`src/rtl/cpu_types_pkg.sv`:
```
// Shared CPU datapath types used by the writeback scheduler and its arbiter.
package cpu_types_pkg;

  localparam int REG_COUNT = 32;
  localparam int DATA_W    = 32;

  typedef logic [DATA_W-1:0] word_t;
  typedef logic [4:0]        regidx_t;

  // Which requester owns the register-file write port.
  typedef enum logic {
    WB_ALU = 1'b0,
    WB_LD  = 1'b1
  } wb_src_t;

endpackage

```
`src/rtl/wb_rr_arbiter.sv`:
```
// Two-way round-robin arbiter between ALU and load-unit writeback requests.
// The rf write port never stalls, so a grant always completes a handshake.
module wb_rr_arbiter
  import cpu_types_pkg::*;
(
  input  logic CLK,
  input  logic nRST,
  input  logic alu_valid_i,
  input  logic ld_valid_i,
  output logic grant_alu_o,
  output logic grant_ld_o
);

  wb_src_t last_grant_q;

  // On a tie the requester that did not win last time gets the port.
  always_comb begin
    grant_alu_o = 1'b0;
    grant_ld_o  = 1'b0;
    if (alu_valid_i && ld_valid_i) begin
      if (last_grant_q == WB_LD) begin
        grant_alu_o = 1'b1;
      end else begin
        grant_ld_o = 1'b1;
      end
    end else if (alu_valid_i) begin
      grant_alu_o = 1'b1;
    end else if (ld_valid_i) begin
      grant_ld_o = 1'b1;
    end
  end

  // Remember the last winner; reset favours the ALU on the first tie.
  always_ff @(posedge CLK) begin
    if (!nRST) begin
      last_grant_q <= WB_LD;
    end else if (grant_alu_o) begin
      last_grant_q <= WB_ALU;
    end else if (grant_ld_o) begin
      last_grant_q <= WB_LD;
    end
  end

endmodule

```
`src/rtl/regfile_wb_scheduler.sv`:
```
// Writeback scheduler for the register file's single write port: arbitrates
// ALU and load results, registers the winner onto the rf port, and tracks
// in-flight loads so decode can see read-after-write hazards.
module regfile_wb_scheduler
  import cpu_types_pkg::*;
#(
  parameter int REG_COUNT       = cpu_types_pkg::REG_COUNT,
  parameter int DATA_W          = cpu_types_pkg::DATA_W,
  parameter int MAX_OUTSTANDING = 4
) (
  input  logic              CLK,
  input  logic              nRST,
  input  logic              alu_valid,
  input  regidx_t           alu_idx,
  input  logic [DATA_W-1:0] alu_data,
  output logic              alu_ready,
  input  logic              ld_valid,
  input  regidx_t           ld_idx,
  input  logic [DATA_W-1:0] ld_data,
  output logic              ld_ready,
  input  logic              issue_valid,
  input  regidx_t           issue_idx,
  output logic              issue_ready,
  input  regidx_t           rs1_idx,
  input  regidx_t           rs2_idx,
  output logic              rs1_busy,
  output logic              rs2_busy,
  output logic              rf_reg_write,
  output regidx_t           rf_write_index,
  output logic [DATA_W-1:0] rf_write_data,
  output logic              ld_underflow
);

  localparam int CNT_W = $clog2(MAX_OUTSTANDING + 1);
  localparam logic [CNT_W-1:0] MAX_CNT = CNT_W'(MAX_OUTSTANDING);

  logic                 grant_alu;
  logic                 grant_ld;
  logic                 wb_hs;
  logic                 ld_hs;
  logic                 issue_acc;
  regidx_t              win_idx;
  logic [DATA_W-1:0]    win_data;

  logic                 rf_reg_write_q;
  regidx_t              rf_write_index_q;
  logic [DATA_W-1:0]    rf_write_data_q;
  logic [REG_COUNT-1:0] pending_q, pending_d;
  logic [CNT_W-1:0]     outstanding_q, outstanding_d;
  logic                 ld_underflow_q, ld_underflow_d;

  wb_rr_arbiter u_arb (
    .CLK         (CLK),
    .nRST        (nRST),
    .alu_valid_i (alu_valid),
    .ld_valid_i  (ld_valid),
    .grant_alu_o (grant_alu),
    .grant_ld_o  (grant_ld)
  );

  assign alu_ready   = grant_alu;
  assign ld_ready    = grant_ld;
  assign wb_hs       = grant_alu | grant_ld;
  assign ld_hs       = ld_valid & grant_ld;
  assign issue_ready = (outstanding_q < MAX_CNT);
  assign issue_acc   = issue_valid & issue_ready;
  assign win_idx     = grant_ld ? ld_idx : alu_idx;
  assign win_data    = grant_ld ? ld_data : alu_data;

  // Next-state for the load counter, pending scoreboard and underflow flag;
  // a simultaneous issue to the same register re-arms its pending bit.
  always_comb begin
    pending_d      = pending_q;
    outstanding_d  = outstanding_q;
    ld_underflow_d = ld_underflow_q;
    if (ld_hs) begin
      pending_d[ld_idx] = 1'b0;
    end
    if (issue_acc && (issue_idx != '0)) begin
      pending_d[issue_idx] = 1'b1;
    end
    if (issue_acc && !ld_hs) begin
      outstanding_d = outstanding_q + CNT_W'(1);
    end else if (!issue_acc && ld_hs) begin
      if (outstanding_q == '0) begin
        ld_underflow_d = 1'b1;
      end else begin
        outstanding_d = outstanding_q - CNT_W'(1);
      end
    end
  end

  // Register the arbitration winner onto the rf port and update load tracking.
  always_ff @(posedge CLK) begin
    if (!nRST) begin
      rf_reg_write_q   <= 1'b0;
      rf_write_index_q <= '0;
      rf_write_data_q  <= '0;
      pending_q        <= '0;
      outstanding_q    <= '0;
      ld_underflow_q   <= 1'b0;
    end else begin
      rf_reg_write_q <= wb_hs && (win_idx != '0);
      if (wb_hs) begin
        rf_write_index_q <= win_idx;
        rf_write_data_q  <= win_data;
      end
      pending_q      <= pending_d;
      outstanding_q  <= outstanding_d;
      ld_underflow_q <= ld_underflow_d;
    end
  end

  assign rf_reg_write   = rf_reg_write_q;
  assign rf_write_index = rf_write_index_q;
  assign rf_write_data  = rf_write_data_q;
  assign ld_underflow   = ld_underflow_q;

  // A source is busy while its load is outstanding or while its value is
  // still sitting in the output stage, not yet written into the rf.
  always_comb begin
    rs1_busy = (rs1_idx != '0) &&
               (pending_q[rs1_idx] || (rf_reg_write_q && (rf_write_index_q == rs1_idx)));
    rs2_busy = (rs2_idx != '0) &&
               (pending_q[rs2_idx] || (rf_reg_write_q && (rf_write_index_q == rs2_idx)));
  end

endmodule

```
`config.mk`:
```
export PLATFORM = sky130hd
export DESIGN_NAME = regfile_wb_scheduler
export DESIGN_NICKNAME = d
export VERILOG_FILES = /design/src/rtl/cpu_types_pkg.sv /design/src/rtl/wb_rr_arbiter.sv /design/src/rtl/regfile_wb_scheduler.sv
export SDC_FILE = /design/constraint.sdc
export NUM_CORES = 1
export LEC_CHECK = 0
export ABC_AREA = 1
export BUFFER_PORTS_ARGS = -buffer_cell sky130_fd_sc_hd__buf_2
export CAP_MARGIN = 20
export CORE_MARGIN = 3
export CORE_UTILIZATION = 55
export DETAILED_ROUTE_END_ITERATION = 6
export PLACE_DENSITY = 0.95
export SYNTH_ARGS = -nofsm -noshare
export SYNTH_HDL_FRONTEND = slang
export SYNTH_SLANG_ARGS = --single-unit
```
`constraint.sdc`:
```
create_clock -name CLK -period 3.7 [get_ports CLK]
set_input_delay 0.185 -clock CLK [delete_from_list [all_inputs] [get_ports CLK]]
set_output_delay 0.185 -clock CLK [all_outputs]
set_load 0.01 [all_outputs]
```
=== Word level (Yosys, flattened, before mapping) ===
Cells that the tools add are included.

* Input bits: 94
* Bits in writable memories: 0
* Memories: 0
* Bits in registers: 75
* Output and inout bits: 44
* Bits in latches: 0
* Memory bits (read-only): 0

* Div/mod/pow operators: 0
* Bitwise logic cells: 7
* Order comparisons: 7
* Shift operators: 0
* Multiply operators: 0
* Mux-type cells: 24
* Equality and inequality tests: 3
* $add $sub $neg: 2
* Reduce and logical (&&, ||, !) cells: 24

{| class="wikitable"
|+ Operator list
! operator !! count
|-
| two-way mux 32 bit || 3
|-
| bitwise AND 32 bit || 1
|-
| inverter 32 bit || 1
|-
| bitwise OR 32 bit || 1
|-
| less-than comparator 5 x 6 -> 1 bit, second input constant || 4
|-
| nonzero test 5 bit || 4
|-
| two-way mux 1 bit || 13
|-
| logical AND 1 bit || 11
|-
| binary-select mux 1 bit (select 5 bit) || 2
|-
| demux 1 bit (select 5 bit) || 2
|-
| equality test 5 bit || 2
|-
| >= comparator 5 x 1 -> 1 bit, second input constant || 2
|-
| two-way mux 3 bit || 3
|-
| two-way mux 5 bit || 1
|-
| nonzero test 2 bit || 2
|-
| adder 3 x 1 -> 3 bit, second input constant || 1
|-
| zero test 3 bit || 1
|-
| less-than comparator 3 bit, second input constant || 1
|-
| AND reduction 3 bit || 1
|-
| subtractor 3 x 1 -> 3 bit, second input constant || 1
|-
| bitwise AND 1 bit || 2
|-
| zero test 1 bit || 2
|-
| logical OR 1 bit || 2
|-
| != test 2 bit, second input constant || 1
|-
| 3 further kinds || 3
|}

=== Logic depth before layout (Yosys ltp) ===
Gate-level depths: netlist of the first run.

* Word-level depth: 9
* Mapped depth: 12
* Gate-level depth less buffers: 11

=== Hierarchy ===
A second synthesis of the first run with hierarchy kept.

* Cells, all modules: 686
* Area total of the unflattened synthesis: 4,265.3 sq um

{| class="wikitable"
|+ Modules (own cells, without submodules)
! module !! area each (sq um) !! cells an instance !! sequential area each (sq um) !! instances
|-
| regfile_wb_scheduler || 4,200.3 || 678 || 1,481.4 || 1
|-
| wb_rr_arbiter || 65.1 || 8 || 20.0 || 1
|}

=== Worst setup path after synthesis of the first run ===
No wires, ideal clock.

* Path type: flip-flop to flip-flop
* Start: register u_arb.last_grant_q
* End: register outstanding_q[2]
* Cell stages (with the launch flop): 12
* Period minus slack after synthesis: 1.962 ns
* Path buffers: 2
* Setup time: 0.120 ns
* Data required time: 3.580 ns
* Slack: 1.738 ns
* Arrival time: 1.842 ns
* Cells stage by stage: dfxtp_1 -> nand2_1 -> nand2_1 -> buf_2 -> buf_2 -> ha_1 -> inv_1 -> fa_1 -> xnor2_1 -> nand3_1 -> o21ai_0 -> a21oi_1

* Longest elaborated chain between the ends: 7
* Elaborated cells between the ends (all ways): 10
* Those cells by class: 1 x eq/ne; 3 x mux; 1 x bitwise; 5 x reduce/logical

{| class="wikitable"
|+ Ends and longest elaborated chain
! item !! line !! source
|-
| start: declaration || wb_rr_arbiter.sv:14 || <nowiki>wb_src_t last_grant_q;</nowiki>
|-
| start signal: assignment || wb_rr_arbiter.sv:36 || <nowiki>last_grant_q <= WB_LD;</nowiki>
|-
| start signal: assignment || wb_rr_arbiter.sv:38 || <nowiki>last_grant_q <= WB_ALU;</nowiki>
|-
| start signal: assignment || wb_rr_arbiter.sv:40 || <nowiki>last_grant_q <= WB_LD;</nowiki>
|-
| two-way mux 1 bit * || wb_rr_arbiter.sv:21 || <nowiki>if (last_grant_q == WB_LD) begin</nowiki>
|-
| two-way mux 1 bit * || wb_rr_arbiter.sv:20 || <nowiki>if (alu_valid_i && ld_valid_i) begin</nowiki>
|-
| bitwise AND 1 bit * || regfile_wb_scheduler.sv:64 || <nowiki>assign ld_hs = ld_valid & grant_ld;</nowiki>
|-
| zero test 1 bit || regfile_wb_scheduler.sv:82 || <nowiki>if (issue_acc && !ld_hs) begin</nowiki>
|-
| logical AND 1 bit || regfile_wb_scheduler.sv:82 ||
|-
| != test 2 bit (no line) / nonzero test 2 bit (equally long branches) || n/a ||
|-
| AND reduction 2 bit (no line) || n/a ||
|-
| end signal: assignment || regfile_wb_scheduler.sv:109 || <nowiki>outstanding_q <= outstanding_d;</nowiki>
|-
| end: declaration || regfile_wb_scheduler.sv:49 || <nowiki>logic [CNT_W-1:0] outstanding_q, outstanding_d;</nowiki>
|}

Every way passes the cells marked *; elsewhere a longest branch is shown, timed or not.
A chain may end at the register's enable or synchronous reset.

=== Final worst setup path of the first run ===
* Start: register u_arb.last_grant_q
* End: register pending_q[3]

* Longest elaborated chain between the ends: 6

{| class="wikitable"
|+ Ends and longest elaborated chain
! item !! line !! source
|-
| two-way mux 1 bit * || wb_rr_arbiter.sv:21 ||
|-
| two-way mux 1 bit * || wb_rr_arbiter.sv:20 ||
|-
| bitwise AND 1 bit * || regfile_wb_scheduler.sv:64 ||
|-
| two-way mux 32 bit * || regfile_wb_scheduler.sv:76 || <nowiki>if (ld_hs) begin</nowiki>
|-
| bitwise OR 32 bit (no line) || n/a ||
|-
| two-way mux 32 bit * || regfile_wb_scheduler.sv:79 || <nowiki>if (issue_acc && (issue_idx != '0)) begin</nowiki>
|-
| end signal: assignment || regfile_wb_scheduler.sv:108 || <nowiki>pending_q <= pending_d;</nowiki>
|-
| end: declaration || regfile_wb_scheduler.sv:48 || <nowiki>logic [REG_COUNT-1:0] pending_q, pending_d;</nowiki>
|}

Marks and branches as above.

==> results of run 1 <==
[state kept, by name (all words and copies together), names as in the netlist]
signal / flops
rf_reg_write: 1
u_arb.last_grant_q: 1
outstanding_q: 3
rf_write_data: 32
ld_underflow: 1
pending_q: 32
rf_write_index: 5
[layer usage]
layer | GRT usage (%) | vias to the layer above | wire (um)
met5 | 0 | - | 0
met4 | 15.5 | 0 | 436
met3 | 6.15 | 49 | 1290
met2 | 51.8 | 330 | 6390
met1 | 37.0 | 2232 | 5040
li1 | - | 2342 | -
[power by group through the flow]
stage	logic (uW)	registers [uW]	clock network (uW)
detailed placement	460	927	0
CTS	465	909	649
global placement	439	923	0
finish	471	910	652
global route	519	916	682
floorplan	271	938	0
[worst max-delay path by stage]
stage	cells after the start	end	slack (ns)	from
floorplan	11	outstanding_q[2]$_SDFFE_PN0P_	1.74	u_arb.last_grant_q$_SDFFE_PN1P_
finish	6	pending_q[3]$_SDFF_PN0_	1.71	u_arb.last_grant_q$_SDFFE_PN1P_
detailed placement	10	outstanding_q[2]$_SDFFE_PN0P_	1.77	outstanding_q[2]$_SDFFE_PN0P_
CTS	6	pending_q[3]$_SDFF_PN0_	1.74	u_arb.last_grant_q$_SDFFE_PN1P_
global route	6	pending_q[3]$_SDFF_PN0_	1.58	u_arb.last_grant_q$_SDFFE_PN1P_
global placement	7	rf_write_index[3]$_SDFFE_PN0P_	1.88	ld_valid
[critical path: cells and delay by family (launching register included)]
family                 cells  cell delay, ns
and+or+nand+nor            3            0.61
buffers and inverters      1            0.51
AOI/OAI and AO/OA          2            0.42
DFF                        1            0.32
[logic make-up (layout without fill, tap and decap cells)]
family	Yosys count	after routing
AO/OA/AOI/OAI	168	168
flip-flops	75	75
buffers and inverters	96	223
AND/OR/NAND/NOR	280	280
XOR/XNOR	3	3
adder cells (fa/ha/maj)	3	3
[layout make-up]
type	instances	area, um^2
clock buffer	10	138
multi-input combinational	454	2150
clock inverter	6	65.1
fill	589	2050
inverter	66	248
tap	96	120
sequential	75	1500
timing repair buffer	141	716
[synth_stat cells]
cell type / number / area share (%)
nand2_1: 115 / 11
nand3_1: 91 / 11
dfxtp_1: 75 / 37
o21ai_0: 61 / 7.5
nor2_1: 55 / 5.1
inv_1: 51 / 4.7
o21ai_1: 51 / 6.3
a21oi_1: 40 / 4.9
inv_2: 15 / 1.4
buf_2: 12 / 1.5
nor3_1: 11 / 1.4
clkbuf_1: 10 / 0.92
o22ai_1: 9 / 1.4
buf_4: 6 / 1.1
o211ai_1: 5 / 0.92
nand4_1: 3 / 0.46
buf_6: 2 / 0.55
ha_1: 2 / 0.62
nor2_2: 2 / 0.31
xor2_1: 2 / 0.43
a21oi_2: 1 / 0.22
fa_1: 1 / 0.49
nand3b_1: 1 / 0.18
nor3_2: 1 / 0.25
nor4_1: 1 / 0.15
o21bai_1: 1 / 0.18
xnor2_1: 1 / 0.22
[placed cells by master (no fill, tap or decap), drive strengths merged]
cell,n
buf,141
nand2,115
o21ai,112
nand3,91
dfxtp,75
inv,66
nor2,57
a21oi,41
nor3,12
clkbuf,10
o22ai,9
o211ai,5
clkinv,4
nand4,3
xor2,2
ha,2
nor4,1
nand3b,1
o21bai,1
xnor2,1
fa,1
bufinv,1
clkinvlp,1
[per-stage QoR]
| step | power, uW | instances | area, um^2 | utilization (%) |
|---|---|---|---|---|
| after floorplan | 1210 | 625 | 4060 | - |
| after global placement | 1360 | 832 | 4730 | 67.8 |
| after detailed placement | 1390 | 832 | 4730 | 67.8 |
| after CTS | 2020 | 848 | 4930 | 70.7 |
| after global routing | 2120 | 848 | 4930 | 70.7 |
| final | 2030 | 848 | 4930 | 70.7 |
==> results.rst, run 1 <==
.. list-table::
   :header-rows: 1

   * - Metric
     - Value
   * - Result of the run
     - finished clean
   * - Cts-stage hold buffer count
     - 0
   * - Count of cells along the worst hold path
     - 3
   * - Library cell used as clock root buffer
     - clkbuf_8
   * - Clock period minus final worst setup slack
     - 1.99 ns
   * - Maximum buffer depth of the clock tree
     - 2
   * - Antenna violations before repair
     - 0
   * - Peak clock frequency supported by timing
     - 503 MHz
   * - Setup slack of the worst register-to-register path
     - 1.71 ns
   * - Switching share of power
     - 32.7%
   * - Simple-gate portion of the synthesized area
     - 29.6%
   * - Largest fanout of any net on the critical path
     - 44
   * - Count of yosys warnings during synthesis
     - 0
   * - Antenna Diode Count
     - 0
   * - Layout net count
     - 844
   * - Cells traversed along the worst timing path
     - nand2_1 -> nand2_1 -> inv_2 -> nand3_1 -> o21ai_0 -> a21oi_1
   * - Number of buffers added on ports
     - 137
   * - Overall overflow remaining after global route
     - 0
   * - Level count of the clock H-tree
     - 3
   * - Maximum number of pins on one net before global-route repair
     - 45
   * - Mux cell area share after synthesis
     - 0%
   * - Sum of negative setup slack
     - 0 ns
   * - Worst R2R Start
     - u_arb.last_grant_q$_SDFFE_PN1P_
   * - Number of iterations in the first detailed-routing pass
     - 5
   * - Buffers inserted during post-CTS setup optimization
     - 0
   * - Num CTS Buffers
     - 9
   * - Share of total power in sequential cells
     - 44.8%
   * - Arrival time reported for the critical path endpoint
     - 2.21 ns
   * - Total count of max-transition violations in the final report
     - 0
   * - Final hold viol count
     - 0
   * - Die Area
     - 8450 um^2
   * - WL per Instance
     - 15.5 um
   * - Average footprint of a synthesized cell
     - 6.50 um^2
   * - TritonCTS clock tree
     - built
   * - Total wirelength of the detailed-routed design
     - 13200 um
   * - Final weighted congestion in routability-driven placement
     - 0.994
   * - Internal portion of total power
     - 1370 uW
   * - Post-route clock skew
     - 0.0123 ns
   * - Most frequent cell on the critical path
     - nand2_1
   * - Clock network fraction of design power
     - 32.1%
   * - Peak per-stage delay on the critical path
     - 0.51 ns
   * - Area growth from synthesis to final layout
     - 21.5%
   * - Final cycle utilization of the critical path
     - 53.7%
   * - Vias per std cell
     - 5.84
   * - Slowest stage cell, crit path
     - inv_2
   * - Synth Area in Compound Gates
     - 21.4%
   * - Worst Hold Path EP
     - rf_write_data[6]$_SDFFE_PN0P_
   * - Ratio of cells with drive above 1 in the final layout
     - 23.4%
   * - Flip-flop and latch count after synthesis
     - 75
   * - Setup violations, final
     - 0
   * - Relative slew slack
     - 36.7%
   * - Leakage Power
     - 0.00226 uW
   * - Synth Net Count
     - 722
   * - Clock latency at the later pin of the worst-skew pair
     - 0.36 ns
   * - Count of pins on the block boundary
     - 138
   * - Max-Cap Viols
     - 0
   * - CP endpoint kind
     - flop
   * - Effective utilization at floorplan
     - 58.2%
   * - HP Class
     - primary input to flop
   * - Destination of the worst register-to-register timing path
     - pending_q[3]$_SDFF_PN0_
   * - Setup repair after global routing missed its margin
     - false
   * - Net switching power
     - 664 uW
   * - Rows
     - 30
   * - Fin worst setup slack
     - 1.71 ns
   * - Clock transition at path regs
     - 0.08 ns
   * - Category of the most critical setup path
     - flop to flop
   * - Startpoint Class
     - flop
   * - Starting DRC count in detailed routing
     - 612
   * - Detailed placer's ending HPWL
     - 9650 um
   * - Number of global-route vias before repair
     - 4662
   * - Total GRT Usage
     - 30.7%
   * - Place WS
     - 1.77 ns
   * - First-pass GRT wire length
     - 21200 um
   * - DRC errors left
     - 0
   * - Total number of vias
     - 4953
   * - Worst-case hold slack
     - 0.0724 ns
   * - Largest family of logic cells by synthesized area
     - simple AND/OR/NAND/NOR gates
   * - Die height
     - 91.9 um
   * - Core box area
     - 6980 um^2
   * - Peak supply drop
     - 0.000253 V
   * - Antenna viol nets, final
     - 0
   * - Area of the mapped netlist
     - 4060 um^2
   * - Part of the power in combinational logic
     - 23.1%
   * - Hold path startpoint
     - ld_data[6]
   * - Data required, critical path
     - 3.92 ns
   * - Number of unique standard cell types used by synthesis
     - 27
   * - Horiz. Die Dim
     - 91.9 um
   * - Sequential cell area fraction in the yosys report
     - 37.0%
   * - XOR/XNOR share of the synthesized area
     - 0.647%
   * - Ratio of total power to cell area
     - 412 nW/um^2
   * - PostCTS Resize Cnt
     - 0
   * - Worst reg-to-reg path cell count
     - 6
   * - Adder-cell share of the synthesized area
     - 1.11%
   * - Clk sink count
     - 75
   * - Number of cells produced by synthesis
     - 625
   * - Actual transition at the worst max-transition pin
     - 0.948 ns
Power figures use the tool's default switching activity.
==> run 2: changes to the inputs <==
--- a/config.mk
+++ b/config.mk
@@ -9,9 +9,9 @@
 export BUFFER_PORTS_ARGS = -buffer_cell sky130_fd_sc_hd__buf_2
 export CAP_MARGIN = 20
 export CORE_MARGIN = 3
-export CORE_UTILIZATION = 55
+export CORE_UTILIZATION = 51
 export DETAILED_ROUTE_END_ITERATION = 6
-export PLACE_DENSITY = 0.95
+export PLACE_DENSITY = 0.9
 export SYNTH_ARGS = -nofsm -noshare
 export SYNTH_HDL_FRONTEND = slang
 export SYNTH_SLANG_ARGS = --single-unit
==> constraint.sdc (replaced) <==
create_clock -name CLK -period 2 [get_ports CLK]
set_input_delay 0.1 -clock CLK [delete_from_list [all_inputs] [get_ports CLK]]
set_output_delay 0.1 -clock CLK [all_outputs]
set_load 0.01 [all_outputs]
==> results.rst, run 2 (synthesized netlist as in run 1, its figures left out) <==
.. list-table::
   :header-rows: 1

   * - Metric
     - Value
   * - Sum of negative setup slack
     - 0 ns (unchanged)
   * - Crit path max-delay family
     - adder cells (was simple AND/OR/NAND/NOR gates)
   * - Net switching power
     - 1240 uW (was 664 uW)
   * - Count of pins on the block boundary
     - 138 (unchanged)
   * - Relative slew slack
     - 53.2% (was 36.7%)
   * - CP endpoint kind
     - flop (unchanged)
   * - Setup repair after global routing missed its margin
     - false (unchanged)
   * - Overall overflow remaining after global route
     - 0 (unchanged)
   * - Data required, critical path
     - 2.23 ns (was 3.92 ns)
   * - Die height
     - 95.2 um (was 91.9 um)
   * - Die Area
     - 9070 um^2 (was 8450 um^2)
   * - Post-route cell area
     - 5120 um^2 (was 4930 um^2)
   * - Antenna violations before repair
     - 0 (unchanged)
   * - Result of the run
     - finished clean (unchanged)
   * - Number of iterations in the first detailed-routing pass
     - 6 (was 5)
   * - Cell area reported after detailed placement
     - 4760 um^2 (was 4730 um^2)
   * - Cells traversed along the worst timing path
     - inv_2 -> nand2_1 -> inv_2 -> ha_1 -> inv_1 -> fa_1 -> xnor2_1 -> nand3_1 -> o21ai_0 -> a21oi_1 (was nand2_1 -> nand2_1 -> inv_2 -> nand3_1 -> o21ai_0 -> a21oi_1)
   * - Actual transition at the worst max-transition pin
     - 0.701 ns (was 0.948 ns)
   * - Ratio of total power to cell area
     - 739 nW/um^2 (was 412 nW/um^2)
   * - Rows
     - 31 (was 30)
   * - Setup violations, final
     - 0 (unchanged)
   * - WL per Instance
     - 15.1 um (was 15.5 um)
   * - Peak clock frequency supported by timing
     - 532 MHz (was 503 MHz)
   * - DRC errors left
     - 0 (unchanged)
   * - Clock transition at path regs
     - 0.08 ns (about the same)
   * - Largest fanout of any net on the critical path
     - 6 (was 44)
   * - Ratio of cells with drive above 1 in the final layout
     - 23.3% (was 23.4%)
   * - Maximum buffer depth of the clock tree
     - 2 (unchanged)
   * - Buf/Inv on CP
     - 3 (was 1)
   * - Max-Cap Viols
     - 0 (unchanged)
   * - Horiz. Die Dim
     - 95.2 um (was 91.9 um)
   * - Antenna viol nets, final
     - 0 (unchanged)
   * - Share of total power in sequential cells
     - 44.4% (was 44.8%)
   * - Detailed placer's ending HPWL
     - 9310 um (was 9650 um)
   * - Number of buffers added on ports
     - 137 (unchanged)
   * - Layout Utilization
     - 68.4% (was 70.7%)
   * - Startpoint Class
     - flop (unchanged)
   * - Layout net count
     - 863 (was 844)
   * - Area growth from synthesis to final layout
     - 26.2% (was 21.5%)
   * - Peak supply drop
     - 0.000405 V (was 0.000253 V)
   * - Switching share of power
     - 32.8% (was 32.7%)
   * - Most common cell after layout, fill and taps aside
     - buf_2 (unchanged)
   * - Final hold viol count
     - 0 (unchanged)
   * - Leakage Power
     - 0.00234 uW (was 0.00226 uW)
   * - Number of global-route vias before repair
     - 4493 (was 4662)
   * - Category of the most critical setup path
     - flop to flop (unchanged)
   * - Total count of max-transition violations in the final report
     - 0 (unchanged)
   * - Slowest stage cell, crit path
     - fa_1 (was inv_2)
   * - Num CTS Buffers
     - 9 (unchanged)
   * - Dpl cells
     - 839 (was 832)
   * - Part of the power in combinational logic
     - 23.7% (was 23.1%)
   * - Final cycle utilization of the critical path
     - 93.9% (was 53.7%)
   * - Worst-case hold slack
     - 0.0104 ns (was 0.0724 ns)
   * - First-pass GRT wire length
     - 20800 um (was 21200 um)
   * - Final weighted congestion in routability-driven placement
     - 0.936 (was 0.994)
   * - TritonCTS clock tree
     - built (unchanged)
   * - Internal portion of total power
     - 2540 uW (was 1370 uW)
   * - Clock latency at the later pin of the worst-skew pair
     - 0.35 ns (was 0.36 ns)
   * - Starting DRC count in detailed routing
     - 548 (was 612)
   * - Commonest cells after routing, fill and taps aside
     - buf_2 (137), nand2_1 (115), nand3_1 (91) (unchanged)
   * - Total number of vias
     - 4927 (was 4953)
   * - Arrival time reported for the critical path endpoint
     - 2.11 ns (was 2.21 ns)
   * - Clock network fraction of design power
     - 31.9% (was 32.1%)
   * - Vias per std cell
     - 5.66 (was 5.84)
   * - Total GRT Usage
     - 28.6% (was 30.7%)
   * - Library cell used as clock root buffer
     - clkbuf_8 (unchanged)
   * - Most frequent cell on the critical path
     - inv_2 (was nand2_1)
   * - Total wirelength of the detailed-routed design
     - 13200 um (about the same)
   * - Antenna Diode Count
     - 0 (unchanged)
   * - Core box area
     - 7490 um^2 (was 6980 um^2)
   * - HP Class
     - primary input to flop (unchanged)
   * - Clock period minus final worst setup slack
     - 1.88 ns (was 1.99 ns)
   * - Clk sink count
     - 75 (unchanged)
   * - Non-filler cells, final
     - 870 (was 848)
   * - Effective utilization at floorplan
     - 54.2% (was 58.2%)
   * - Peak per-stage delay on the critical path
     - 0.38 ns (was 0.51 ns)
   * - Maximum number of pins on one net before global-route repair
     - 39 (was 45)
   * - Post-route clock skew
     - 0.0110 ns (was 0.0123 ns)
   * - Buffers inserted during post-CTS setup optimization
     - 0 (unchanged)
   * - Level count of the clock H-tree
     - 3 (unchanged)
[run 2: routing by layer]
layer	up-vias	wire (um)	track usage [%]
met5	-	0	0
met4	0	328	9.74
met1	2183	5020	35.4
met2	323	6540	49.1
met3	47	1270	6.08
li1	2374	-	-
[run 2: through the flow]
step | power [uW] | setup WS [ns]
global placement | 2530 | 0.199
CTS | 3780 | 0.0623
finish | 3790 | 0.121
global route | 3970 | 0.00916
floorplan | 2240 | 0.0376
detailed placement | 2560 | 0.162
[run 2: worst reg2reg max path, stage by stage (launching register included)]
cell and delay, ns:
dfxtp_1 0.31, inv_2 0.09, nand2_1 0.12, inv_2 0.12
ha_1 0.19, inv_1 0.08, fa_1 0.38, xnor2_1 0.18
nand3_1 0.11, o21ai_0 0.15, a21oi_1 0.06
[run 2: power groups by stage]
stage | Sequential, uW | Clock, uW | Combinational, uW
floorplan | 1730 | 0 | 501
global placement | 1710 | 0 | 819
detailed placement | 1710 | 0 | 851
CTS | 1680 | 1220 | 881
global route | 1690 | 1280 | 1000
finish | 1680 | 1210 | 897
[run 2: area by class of cell]
cell class,count,area [um^2]
clock inverter,7,81.3
clock buffer,9,124
inverter,66,248
sequential,75,1500
multi-input combinational,454,2150
timing repair buffer,160,900
tap,99,124
fill,606,2360
[run 2: final timing paths]
check                           slack, ns                             end                     startpoint  cells after the start
worst min register to register       0.46       ld_underflow$_SDFFE_PN0P_      ld_underflow$_SDFFE_PN0P_                      2
worst max register to register       0.12   outstanding_q[2]$_SDFFE_PN0P_  outstanding_q[2]$_SDFFE_PN0P_                     10
worst max-delay path                 0.12   outstanding_q[2]$_SDFFE_PN0P_  outstanding_q[2]$_SDFFE_PN0P_                     10
worst min-delay path                 0.01  rf_write_data[13]$_SDFFE_PN0P_                    ld_data[13]                      3
[run 2: timing repair]
item / CTS / global route
hold buffers: 15 / 0
resized for setup: 0 / 1
setup endpoints to repair: 0 / 1
endpoints found under the hold margin: 15 / 0
==> run 3: changes to the inputs <==
--- a/config.mk
+++ b/config.mk
@@ -9,9 +9,9 @@
 export BUFFER_PORTS_ARGS = -buffer_cell sky130_fd_sc_hd__buf_2
 export CAP_MARGIN = 20
 export CORE_MARGIN = 3
-export CORE_UTILIZATION = 51
+export CORE_UTILIZATION = 36
 export DETAILED_ROUTE_END_ITERATION = 6
-export PLACE_DENSITY = 0.9
+export PLACE_DENSITY = 0.69
 export SYNTH_ARGS = -nofsm -noshare
 export SYNTH_HDL_FRONTEND = slang
 export SYNTH_SLANG_ARGS = --single-unit
==> results.rst, run 3 (synthesized netlist as in run 1, its figures left out) <==
.. list-table::
   :header-rows: 1

   * - Metric
     - Value
   * - Sum of negative setup slack
     - 0 ns (unchanged)
   * - Final hold viol count
     - 0 (unchanged)
   * - Clk sink count
     - 75 (unchanged)
   * - Clock network fraction of design power
     - 40.3% (was 31.9%)
   * - Overall overflow remaining after global route
     - 0 (unchanged)
   * - Data required, critical path
     - 2.22 ns (was 2.23 ns)
   * - Die height
     - 112 um (was 95.2 um)
   * - Startpoint Class
     - flop (unchanged)
   * - Layout net count
     - 851 (was 863)
   * - Die Area
     - 12600 um^2 (was 9070 um^2)
   * - Peak supply drop
     - 0.000510 V (was 0.000405 V)
   * - Net switching power
     - 1220 uW (was 1240 uW)
   * - Relative slew slack
     - 57.5% (was 53.2%)
   * - Setup violations, final
     - 0 (unchanged)
   * - HP Class
     - primary input to flop (unchanged)
   * - Part of the power in combinational logic
     - 20.5% (was 23.7%)
   * - Final weighted congestion in routability-driven placement
     - 0.874 (was 0.936)
   * - Maximum number of pins on one net before global-route repair
     - 39 (unchanged)
   * - Total count of max-transition violations in the final report
     - 0 (unchanged)
   * - Clock transition at path regs
     - 0.06 ns (was 0.08 ns)
   * - DRC errors left
     - 0 (unchanged)
   * - Starting DRC count in detailed routing
     - 354 (was 548)
   * - Share of total power in sequential cells
     - 39.3% (was 44.4%)
   * - Fin worst setup slack
     - 0.116 ns (was 0.121 ns)
   * - Peak per-stage delay on the critical path
     - 0.38 ns (about the same)
   * - Total wirelength of the detailed-routed design
     - 13300 um (was 13200 um)
   * - WL per Instance
     - 14.8 um (was 15.1 um)
   * - Peak clock frequency supported by timing
     - 531 MHz (was 532 MHz)
   * - Leakage Power
     - 0.00235 uW (was 0.00234 uW)
   * - Setup repair after global routing missed its margin
     - false (unchanged)
   * - Detailed placer's ending HPWL
     - 9840 um (was 9310 um)
   * - Clock latency at the later pin of the worst-skew pair
     - 0.33 ns (was 0.35 ns)
   * - Cells traversed along the worst timing path
     - inv_2 -> nand2_1 -> inv_2 -> ha_1 -> inv_1 -> fa_1 -> xnor2_1 -> nand3_1 -> o21ai_0 -> a21oi_1 (unchanged)
   * - Result of the run
     - finished clean (unchanged)
   * - Cts-stage hold buffer count
     - 0 (was 15)
   * - Layout Utilization
     - 47.3% (was 68.4%)
   * - Horiz. Die Dim
     - 112 um (was 95.2 um)
   * - Antenna Diode Count
     - 0 (unchanged)
   * - Place WS
     - 0.109 ns (was 0.162 ns)
   * - Number of global-route vias before repair
     - 4550 (was 4493)
   * - Ratio of cells with drive above 1 in the final layout
     - 24.0% (was 23.3%)
   * - Internal portion of total power
     - 3060 uW (was 2540 uW)
   * - Library cell used as clock root buffer
     - clkbuf_16 (was clkbuf_8)
   * - Most common cell after layout, fill and taps aside
     - buf_2 (unchanged)
   * - First-pass GRT wire length
     - 21800 um (was 20800 um)
   * - Final cycle utilization of the critical path
     - 94.2% (was 93.9%)
   * - Antenna violations before repair
     - 0 (unchanged)
   * - Number of buffers added on ports
     - 137 (unchanged)
   * - TritonCTS clock tree
     - built (unchanged)
   * - Maximum buffer depth of the clock tree
     - 2 (unchanged)
   * - Buffers inserted during post-CTS setup optimization
     - 0 (unchanged)
   * - Level count of the clock H-tree
     - 3 (unchanged)
   * - Slowest stage cell, crit path
     - fa_1 (unchanged)
   * - Rows
     - 38 (was 31)
   * - PostCTS Resize Cnt
     - 0 (unchanged)
   * - Actual transition at the worst max-transition pin
     - 0.635 ns (was 0.701 ns)
   * - Arrival time reported for the critical path endpoint
     - 2.10 ns (was 2.11 ns)
   * - Most frequent cell on the critical path
     - inv_2 (unchanged)
   * - Core box area
     - 10900 um^2 (was 7490 um^2)
   * - Category of the most critical setup path
     - flop to flop (unchanged)
   * - Switching share of power
     - 28.6% (was 32.8%)
   * - Antenna viol nets, final
     - 0 (unchanged)
   * - Area growth from synthesis to final layout
     - 27.3% (was 26.2%)
   * - CP endpoint kind
     - flop (unchanged)
   * - Vias per std cell
     - 5.14 (was 5.66)
   * - Number of iterations in the first detailed-routing pass
     - 5 (was 6)
   * - Total number of vias
     - 4613 (was 4927)
   * - Post-route clock skew
     - 0.00462 ns (was 0.0110 ns)
   * - Count of pins on the block boundary
     - 138 (unchanged)
   * - Worst-case hold slack
     - 0.0154 ns (was 0.0104 ns)
   * - Largest fanout of any net on the critical path
     - 6 (unchanged)
   * - Commonest cells after routing, fill and taps aside
     - buf_2 (137), nand2_1 (115), nand3_1 (91) (unchanged)
   * - Max-Cap Viols
     - 0 (unchanged)
   * - Num CTS Buffers
     - 9 (unchanged)
   * - Total GRT Usage
     - 21.0% (was 28.6%)
   * - Clock period minus final worst setup slack
     - 1.88 ns (about the same)
   * - Ratio of total power to cell area
     - 828 nW/um^2 (was 739 nW/um^2)
   * - Effective utilization at floorplan
     - 37.1% (was 54.2%)
## run 3: cell types whose count changed in the layout (fill, tap and decap cells not counted)
| cell | previous run | this run |
|---|---|---|
| inv_6 | 4 | 0 |
| buf_6 | 1 | 0 |
| clkbuf_16 | 0 | 9 |
| buf_12 | 0 | 1 |
| dlygate4sd3_1 | 15 | 0 |
| clkinv_2 | 0 | 2 |
| buf_4 | 7 | 10 |
| clkinv_4 | 1 | 0 |
| clkbuf_8 | 9 | 1 |
| bufinv_16 | 1 | 2 |
## run 3: final timing paths
kind                                   end  slack (ns)                           from  cells after the start
max          outstanding_q[2]$_SDFFE_PN0P_        0.12  outstanding_q[2]$_SDFFE_PN0P_                     10
min          rf_write_data[8]$_SDFFE_PN0P_        0.02                     ld_data[8]                      3
max reg2reg  outstanding_q[2]$_SDFFE_PN0P_        0.12  outstanding_q[2]$_SDFFE_PN0P_                     10
min reg2reg      ld_underflow$_SDFFE_PN0P_        0.45      ld_underflow$_SDFFE_PN0P_                      2
## run 3: stage by stage
step / power, uW / instances / area, um^2
2_1_floorplan: 2240 / 625 / 4060
3_3_place_gp: 2570 / 882 / 4840
3_5_place_dp: 2580 / 882 / 4840
4_1_cts: 4290 / 897 / 5160
5_1_grt: 4490 / 898 / 5170
6_report: 4280 / 898 / 5170
## run 3: cell type report
cell class	instances	area (um^2)
Sequential cell	75	1500
Inverter	66	248
Timing Repair Buffer	148	781
Multi-Input combinational cell	454	2150
Fill cell	1215	5770
Clock buffer	10	239
Tap cell	140	175
Clock inverter	5	77.6
## run 3: power groups by stage
stage / Sequential [uW] / Combinational, uW / Clock, uW
2_1_floorplan: 1730 / 501 / 0
3_3_place_gp: 1710 / 861 / 0
3_5_place_dp: 1710 / 870 / 0
4_1_cts: 1680 / 874 / 1730
5_1_grt: 1700 / 988 / 1800
6_report: 1680 / 876 / 1720
## run 3: per-layer routing
layer	up-vias	routed length [um]	global-route usage (%)
li1	2347	-	-
met1	2052	5750	27.3
met2	195	6200	34.4
met3	19	1090	4.96
met4	0	228	6.73
met5	-	0	0
## run 3: worst max-delay path: cells and delay by family (launching register included)
family,cells,cell delay [ns]
simple gates,2,0.24
xor+xnor,1,0.17
flops,1,0.30
compound gates,2,0.24
fa+ha+maj,2,0.56
buf+inv,3,0.26
